`src/rtl/gpio_debounced.sv`:
```
// Memory-mapped button/LED peripheral: per-button sync + debounce, press-event
// latching with write-1-to-clear, LED register, and a level interrupt.
module gpio_debounced #(
    parameter int unsigned CLK_FREQ        = 27_000_000,
    parameter int unsigned BTN_COUNT       = 1,
    parameter int unsigned LED_WIDTH       = 6,
    parameter int unsigned DEBOUNCE_CYCLES = 270_000,
    parameter int unsigned BTN_ACTIVE_LOW  = 0,
    parameter int unsigned LED_ACTIVE_LOW  = 1
) (
    input  logic                 clk,
    input  logic                 rst,
    input  logic [BTN_COUNT-1:0] btn,
    output logic [LED_WIDTH-1:0] led,
    input  logic [3:0]           addr,
    input  logic                 we,
    input  logic [31:0]          wdata,
    input  logic                 re,
    output logic [31:0]          rdata,
    output logic                 irq
);

    localparam int unsigned CNT_W = $clog2(DEBOUNCE_CYCLES);
    localparam logic [CNT_W-1:0] CNT_LAST = CNT_W'(DEBOUNCE_CYCLES - 1);

    logic [BTN_COUNT-1:0] btn_in;
    logic [BTN_COUNT-1:0] sync_meta;
    logic [BTN_COUNT-1:0] sync;
    logic [BTN_COUNT-1:0] stable;
    logic [BTN_COUNT-1:0] rise;
    logic [BTN_COUNT-1:0] evt_reg;
    logic [BTN_COUNT-1:0] evt_clr;
    logic [BTN_COUNT-1:0] irq_en;
    logic [CNT_W-1:0]     cnt [BTN_COUNT];
    logic [LED_WIDTH-1:0] led_reg;
    logic [31:0]          rdata_next;
    logic                 unused_bits;

    assign btn_in = (BTN_ACTIVE_LOW != 0) ? ~btn : btn;
    assign led    = (LED_ACTIVE_LOW != 0) ? ~led_reg : led_reg;
    assign irq    = |(evt_reg & irq_en);
    assign unused_bits = ^{addr[1:0], wdata};

    always_ff @(posedge clk or posedge rst) begin
        if (rst) begin
            sync_meta <= '0;
            sync      <= '0;
        end else begin
            sync_meta <= btn_in;
            sync      <= sync_meta;
        end
    end

    // A bit rises on exactly the edge where its debounce count completes.
    always_comb begin
        rise = '0;
        for (int unsigned i = 0; i < BTN_COUNT; i++) begin
            rise[i] = sync[i] & ~stable[i] & (cnt[i] == CNT_LAST);
        end
    end

    always_ff @(posedge clk or posedge rst) begin
        if (rst) begin
            stable <= '0;
            for (int unsigned i = 0; i < BTN_COUNT; i++) begin
                cnt[i] <= '0;
            end
        end else begin
            for (int unsigned i = 0; i < BTN_COUNT; i++) begin
                if (sync[i] == stable[i]) begin
                    cnt[i] <= '0;
                end else if (cnt[i] == CNT_LAST) begin
                    stable[i] <= sync[i];
                    cnt[i]    <= '0;
                end else begin
                    cnt[i] <= cnt[i] + CNT_W'(1);
                end
            end
        end
    end

    assign evt_clr = (we && addr[3:2] == 2'd2) ? wdata[BTN_COUNT-1:0] : '0;

    always_ff @(posedge clk or posedge rst) begin
        if (rst) begin
            led_reg <= '0;
            irq_en  <= '0;
            evt_reg <= '0;
        end else begin
            if (we && addr[3:2] == 2'd0) led_reg <= wdata[LED_WIDTH-1:0];
            if (we && addr[3:2] == 2'd3) irq_en  <= wdata[BTN_COUNT-1:0];
            // New event wins over a coincident clear of the same bit.
            evt_reg <= (evt_reg & ~evt_clr) | rise;
        end
    end

    always_comb begin
        rdata_next = '0;
        case (addr[3:2])
            2'd0:    rdata_next[LED_WIDTH-1:0] = led_reg;
            2'd1:    rdata_next[BTN_COUNT-1:0] = stable;
            2'd2:    rdata_next[BTN_COUNT-1:0] = evt_reg;
            default: rdata_next[BTN_COUNT-1:0] = irq_en;
        endcase
    end

    always_ff @(posedge clk or posedge rst) begin
        if (rst) begin
            rdata <= '0;
        end else if (re) begin
            rdata <= rdata_next;
        end
    end

endmodule
```
`config.mk`:
```
export PLATFORM = sky130hd
export DESIGN_NAME = gpio_debounced
export DESIGN_NICKNAME = d
export VERILOG_FILES = /design/src/rtl/gpio_debounced.sv
export SDC_FILE = /design/constraint.sdc
export NUM_CORES = 1
export LEC_CHECK = 0
export BUFFER_PORTS_ARGS = -buffer_cell sky130_fd_sc_hd__buf_2
export CELL_PAD_IN_SITES_DETAIL_PLACEMENT = 0
export CELL_PAD_IN_SITES_GLOBAL_PLACEMENT = 1
export CORE_ASPECT_RATIO = 0.7
export CORE_MARGIN = 1
export CORE_UTILIZATION = 34
export CTS_CLUSTER_DIAMETER = 120
export DETAILED_ROUTE_END_ITERATION = 8
export PLACE_DENSITY = 0.84
export SLEW_MARGIN = 20
export SYNTH_ARGS = -nofsm -noshare
export SYNTH_HDL_FRONTEND = slang
export SYNTH_SLANG_ARGS = --single-unit
```
`constraint.sdc`:
```
create_clock -name clk -period 2.36 [get_ports clk]
set_input_delay 0.236 -clock clk [delete_from_list [all_inputs] [get_ports clk]]
set_output_delay 0.236 -clock clk [all_outputs]
set_load 0.01 [all_outputs]
```
**Word level (Yosys, flattened, before mapping)**

Index checks and enable logic that the tools add are counted.

- Flip-flop bits (word level): 36
- Input bits: 41
- Output and inout bits: 39
- Logic and storage cells: 33

- $add $sub $neg: 1
- Eq/ne operators: 5
- Muxes and demuxes: 5
- Bitwise gates (word level): 9
- Reductions and logical operators: 5

Operators with widths:

| cell | number |
|---|---|
| 2-to-1 mux 19 bit | 2 |
| adder 19 x 1 -> 19 bit (second input constant) | 1 |
| == test 19 bit (second input constant) | 1 |
| NOT 6 bit | 1 |
| 2-to-1 mux 5 bit | 1 |
| AND 1 bit | 4 |
| == test 2 bit (second input constant) | 2 |
| logical AND 1 bit | 3 |
| NOT 1 bit | 3 |
| case mux 1 bit (3 select lines) | 1 |
| == test 2 x 1 -> 1 bit (second input constant) | 1 |
| logical NOT 2 bit | 1 |
| AND reduction 2 bit | 1 |
| == test 1 bit | 1 |
| 2-to-1 mux 1 bit | 1 |
| OR 1 bit | 1 |

**Longest topological paths before layout**

- Word-level depth: 6
- Mapped depth: 6
- Mapped depth without buffers: 5

**Worst setup path after synthesis**

OpenSTA, ideal clock, no wires.

- Path kind: register to register
- Start: register cnt[15] (netlist name)
- End: register stable
- Setup time: 0.125 ns
- Arrival: 1.897 ns
- Required time: 2.235 ns
- Slack: 0.339 ns
- Cell stages (with the launch flop): 5
- Path buffers: 0
- Clock period less this slack: 2.021 ns
- Path through: dfrtp_1 -> or4_1 -> or4_4 -> nor3_2 -> mux2_2

- Longest elaborated chain between the ends: 2

RTL lines:

| what | line | RTL |
|---|---|---|
| from (decl) | 34 | `logic [CNT_W-1:0] cnt [BTN_COUNT];` |
| from (signal, indexed assignment) | 76 | `cnt[i] <= cnt[i] + CNT_W'(1);` |
| == test 19 bit | 72 | `end else if (cnt[i] == CNT_LAST) begin` |
| AND reduction 2 bit (no line) | - |  |
| to (signal, indexed assignment) | 73 | `stable[i] <= sync[i];` |
| to (decl) | 29 | `logic [BTN_COUNT-1:0] stable;` |

No other way between the ends.
A chain may end at the register's enable or synchronous reset.

**Worst setup path after layout**

- Start: register cnt[15] (netlist name)
- End: register cnt[12] (netlist name)

- Longest elaborated chain between the ends: 3

RTL lines:

| what | line | RTL |
|---|---|---|
| == test 19 bit | 72 |  |
| 2-to-1 mux 19 bit | 72 |  |
| 2-to-1 mux 19 bit | 70 | `if (sync[i] == stable[i]) begin` |

No other way between the ends.

==> run summary <==
=================================================================================================
Initial antenna violation count ....................................................            0
Critical path fanouts, max .........................................................           17
Post-layout instance count excluding filler cells ..................................          293
Number of synthesized flops with an enable pin .....................................            0
Unrepaired setup endpoints after global routing ....................................        false
Post-Route Setup TNS ...............................................................         0 ns
Setup Fix Bufs, Post-CTS ...........................................................            0
Flip-flop and latch area ...........................................................    900.9 µm²
Path type of the worst min-delay path ..............................................     in2async
Worst EP arrival ...................................................................      2.29 ns
Crit path cell chain ............................................................... or4_1 -> or4_4 -> o21bai_4 -> nor2_1
Remaining antenna violation count after routing ....................................            0
Via count of the first global-routing pass .........................................         1188
Synthesized flop and latch total ...................................................           36
Number of port buffers .............................................................           25
Async set-reset flop share out of synthesis ........................................       100.0%
Worst r2r src ...................................................................... cnt[15]$_DFF_PP0_
Initial core utilization ...........................................................       35.41%
Clock tree from TritonCTS ..........................................................         done
CP Data Required Time ..............................................................      2.51 ns
Capturing element type of the critical path ........................................         flop
Die width ..........................................................................     90.21 µm
Ratio of total power to cell area .................................................. 613.4 nW/µm²
Worst-case clock buffer depth ......................................................            2
Pin count of the biggest net entering global routing ...............................           37
Fin. max-slew vios .................................................................            0
DRC ................................................................................            0
Post-Route WL ......................................................................      3248 µm
Worst reg-to-reg setup slack .......................................................      0.22 ns
Ys Warns ...........................................................................            0
Post-synth top flop ................................................................ sky130_fd_sc_hd__dfrtp_1
Io pins ............................................................................           80
Number of endpoints failing setup at the final stage ...............................            0
Worst Hold Slack ...................................................................   0.04658 ns
Run status .........................................................................    completed
Layout-stage area growth over the synthesis result .................................       11.22%
H-tree Lvls ........................................................................            2
Core box area ......................................................................     5230 µm²
List of most frequent post-synthesis cells ......................................... 36 x sky130_fd_sc_hd__dfrtp_1, 26 x sky130_fd_sc_hd__buf_4, 23 x sky130_fd_sc_hd__nor2_1
Die outline height .................................................................     63.75 µm
Clock Skew .........................................................................  0.002880 ns
Clock root buffer master ........................................................... sky130_fd_sc_hd__clkbuf_8
Number of instances in the synthesized netlist .....................................          189
First-pass detailed-route iteration total ..........................................            5
Slowest cell delay on critical path ................................................      0.56 ns
CP startpoint kind .................................................................         flop
Library cell with the highest instance count after synthesis ....................... sky130_fd_sc_hd__dfrtp_1
Highest-delay cell along the critical path ......................................... sky130_fd_sc_hd__or4_4
Fill cell count ....................................................................          536
Start point of the critical path ................................................... cnt[15]$_DFF_PP0_
Post-synthesis sequential area ratio ...............................................       48.65%
Sinks on the clock net .............................................................           36
Destination of the worst register-to-register timing path .......................... cnt[12]$_DFF_PP0_
Clock latency reported for the late side of the worst-skew pair ....................      0.28 ns
Area of the mapped netlist .........................................................     1852 µm²
Largest register FFs ...............................................................           19
Global-route wire length before repair .............................................      5658 µm
Mean cell area of the mapped netlist ...............................................    9.798 µm²
Fraction of final layout cells sized beyond drive strength 1 .......................       19.00%
Clock period minus worst slack .....................................................     2.137 ns
CTS clk-pin slew, worst paths ......................................................      0.07 ns
Full die area ......................................................................     5750 µm²
Number of core rows ................................................................           22
Leftover overflow at the end of global routing .....................................            0
Placed wire-length estimate ........................................................      2333 µm
Final Hold Violating Endpoints .....................................................            0
Antenna fix cells ..................................................................            0
Worst Path Class, Setup ............................................................      reg2reg
Vias post-DR .......................................................................         1292
Period Utilization, post-route .....................................................       90.57%
Number of resized instances in the post-cts repair step ............................            0
Placed instance count ..............................................................          285
Number of buffers inserted for hold repair after clock tree synthesis ..............            0
Routed wirelength normalized by instance count .....................................     11.09 µm
Area used by multi-input combinational logic .......................................    774.5 µm²
Maxcap violations ..................................................................            0
Most area-hungry cell type in the Yosys netlist .................................... sky130_fd_sc_hd__dfrtp_1
Total global routing track utilization .............................................       12.56%
Number of nets in the finished design ..............................................          263
Number of distinct library cell variants in the gate-level netlist after synthesis .           31
Final weighted congestion of routability-driven global placement ...................       0.7344
Upper clock frequency limit ........................................................    467.9 MHz
Worst ir drop on vdd ...............................................................  0.0002828 V
Number of clock buffers inserted by TritonCTS ......................................            5
R2R depth ..........................................................................            4
Cell leakage power .................................................................    0.9259 nW
Fraction of synthesized cell area taken by the top area cell type ..................       48.65%
First DRT Iteration DRCs ...........................................................          100
Biggest area contributors in the synthesized netlist ............................... sky130_fd_sc_hd__dfrtp_1 49%, sky130_fd_sc_hd__buf_4 11%, sky130_fd_sc_hd__xnor2_1 6.1%
Mean number of vias per cell .......................................................        4.410
=================================================================================================
[how the worst max path moves through the flow]
stage | slack, ns | end
final | 0.22 | cnt[12]$_DFF_PP0_
after global routing | 0.11 | cnt[3]$_DFF_PP0_
after CTS | 0.21 | cnt[12]$_DFF_PP0_
after detailed placement | 0.22 | cnt[12]$_DFF_PP0_
after global placement | 0.25 | cnt[14]$_DFF_PP0_
after floorplan | 0.34 | stable$_DFFE_PP0P_
[cell families (layout without fill, tap and decap cells)]
group | Yosys count | count (layout) | synth area share [%]
buffers and inverters | 44 | 51 | 14.59
muxes | 5 | 5 | 3.581
other | 1 | 26 | 0.2025
AOI/OAI and AO/OA | 16 | 16 | 5.271
DFF | 36 | 36 | 48.65
adders and majority gates | 2 | 2 | 1.351
xor gates and xnor gates | 15 | 15 | 7.095
and+or+nand+nor | 70 | 70 | 19.26
[worst max-delay path: cells and delay by family, from the launching register on]
family | cells | cell delay [ns]
AO/OA/AOI/OAI | 1 | 0.38
flip-flops | 1 | 0.42
AND/OR/NAND/NOR | 3 | 1.20
[layer usage]
layer	routed length, µm	global-route usage, %
met1	1712	18.40
met2	1369	17.37
met3	136	4.286
met4	29	3.629
met5	0	0
[through the flow]
stage | instance area, µm² | total power, mW | worst slack [ns] | util, %
detailed placement | 1969 | 0.8310 | 0.2229 | 37.66
global placement | 1969 | 0.8279 | 0.2502 | 37.66
CTS | 2059 | 1.279 | 0.2119 | 39.38
global route | 2059 | 1.330 | 0.1050 | 39.38
floorplan | 1946 | 0.8061 | 0.3385 | -
finish | 2059 | 1.263 | 0.2226 | 39.38
[area by class of cell]
type	count	area share [%]
well taps	72	4.374
flip-flops and latches	36	43.74
multi-input cells	134	37.61
clock buffers	8	4.374
repair buffers	28	7.169
inverters	15	2.734
[placed cells by master, fill, tap and decap left out, types with 2 or more instances in the layout]
cell type	count
sky130_fd_sc_hd__xor2_1	2
sky130_fd_sc_hd__nor4_1	5
sky130_fd_sc_hd__xnor2_1	13
sky130_fd_sc_hd__nor2_1	23
sky130_fd_sc_hd__clkbuf_8	6
sky130_fd_sc_hd__o21ai_0	12
sky130_fd_sc_hd__or3_1	2
sky130_fd_sc_hd__mux2_2	3
sky130_fd_sc_hd__and2_1	2
sky130_fd_sc_hd__nor3_1	4
sky130_fd_sc_hd__conb_1	26
sky130_fd_sc_hd__nand3_1	11
sky130_fd_sc_hd__dfrtp_1	36
sky130_fd_sc_hd__buf_4	3
sky130_fd_sc_hd__a21oi_1	2
sky130_fd_sc_hd__buf_2	25
sky130_fd_sc_hd__clkbuf_1	2
sky130_fd_sc_hd__nand4_1	5
sky130_fd_sc_hd__inv_1	15
sky130_fd_sc_hd__nand2_1	11
sky130_fd_sc_hd__ha_1	2
[report_power, final]
part / switching (mW) / leakage [nW] / internal [mW] / total [mW]
logic: 0.0920 / 0.401 / 0.0522 / 0.144
clock network: 0.207 / 0.0455 / 0.238 / 0.445
registers: 0.0212 / 0.479 / 0.653 / 0.674
(Power assumes the default switching activity.)
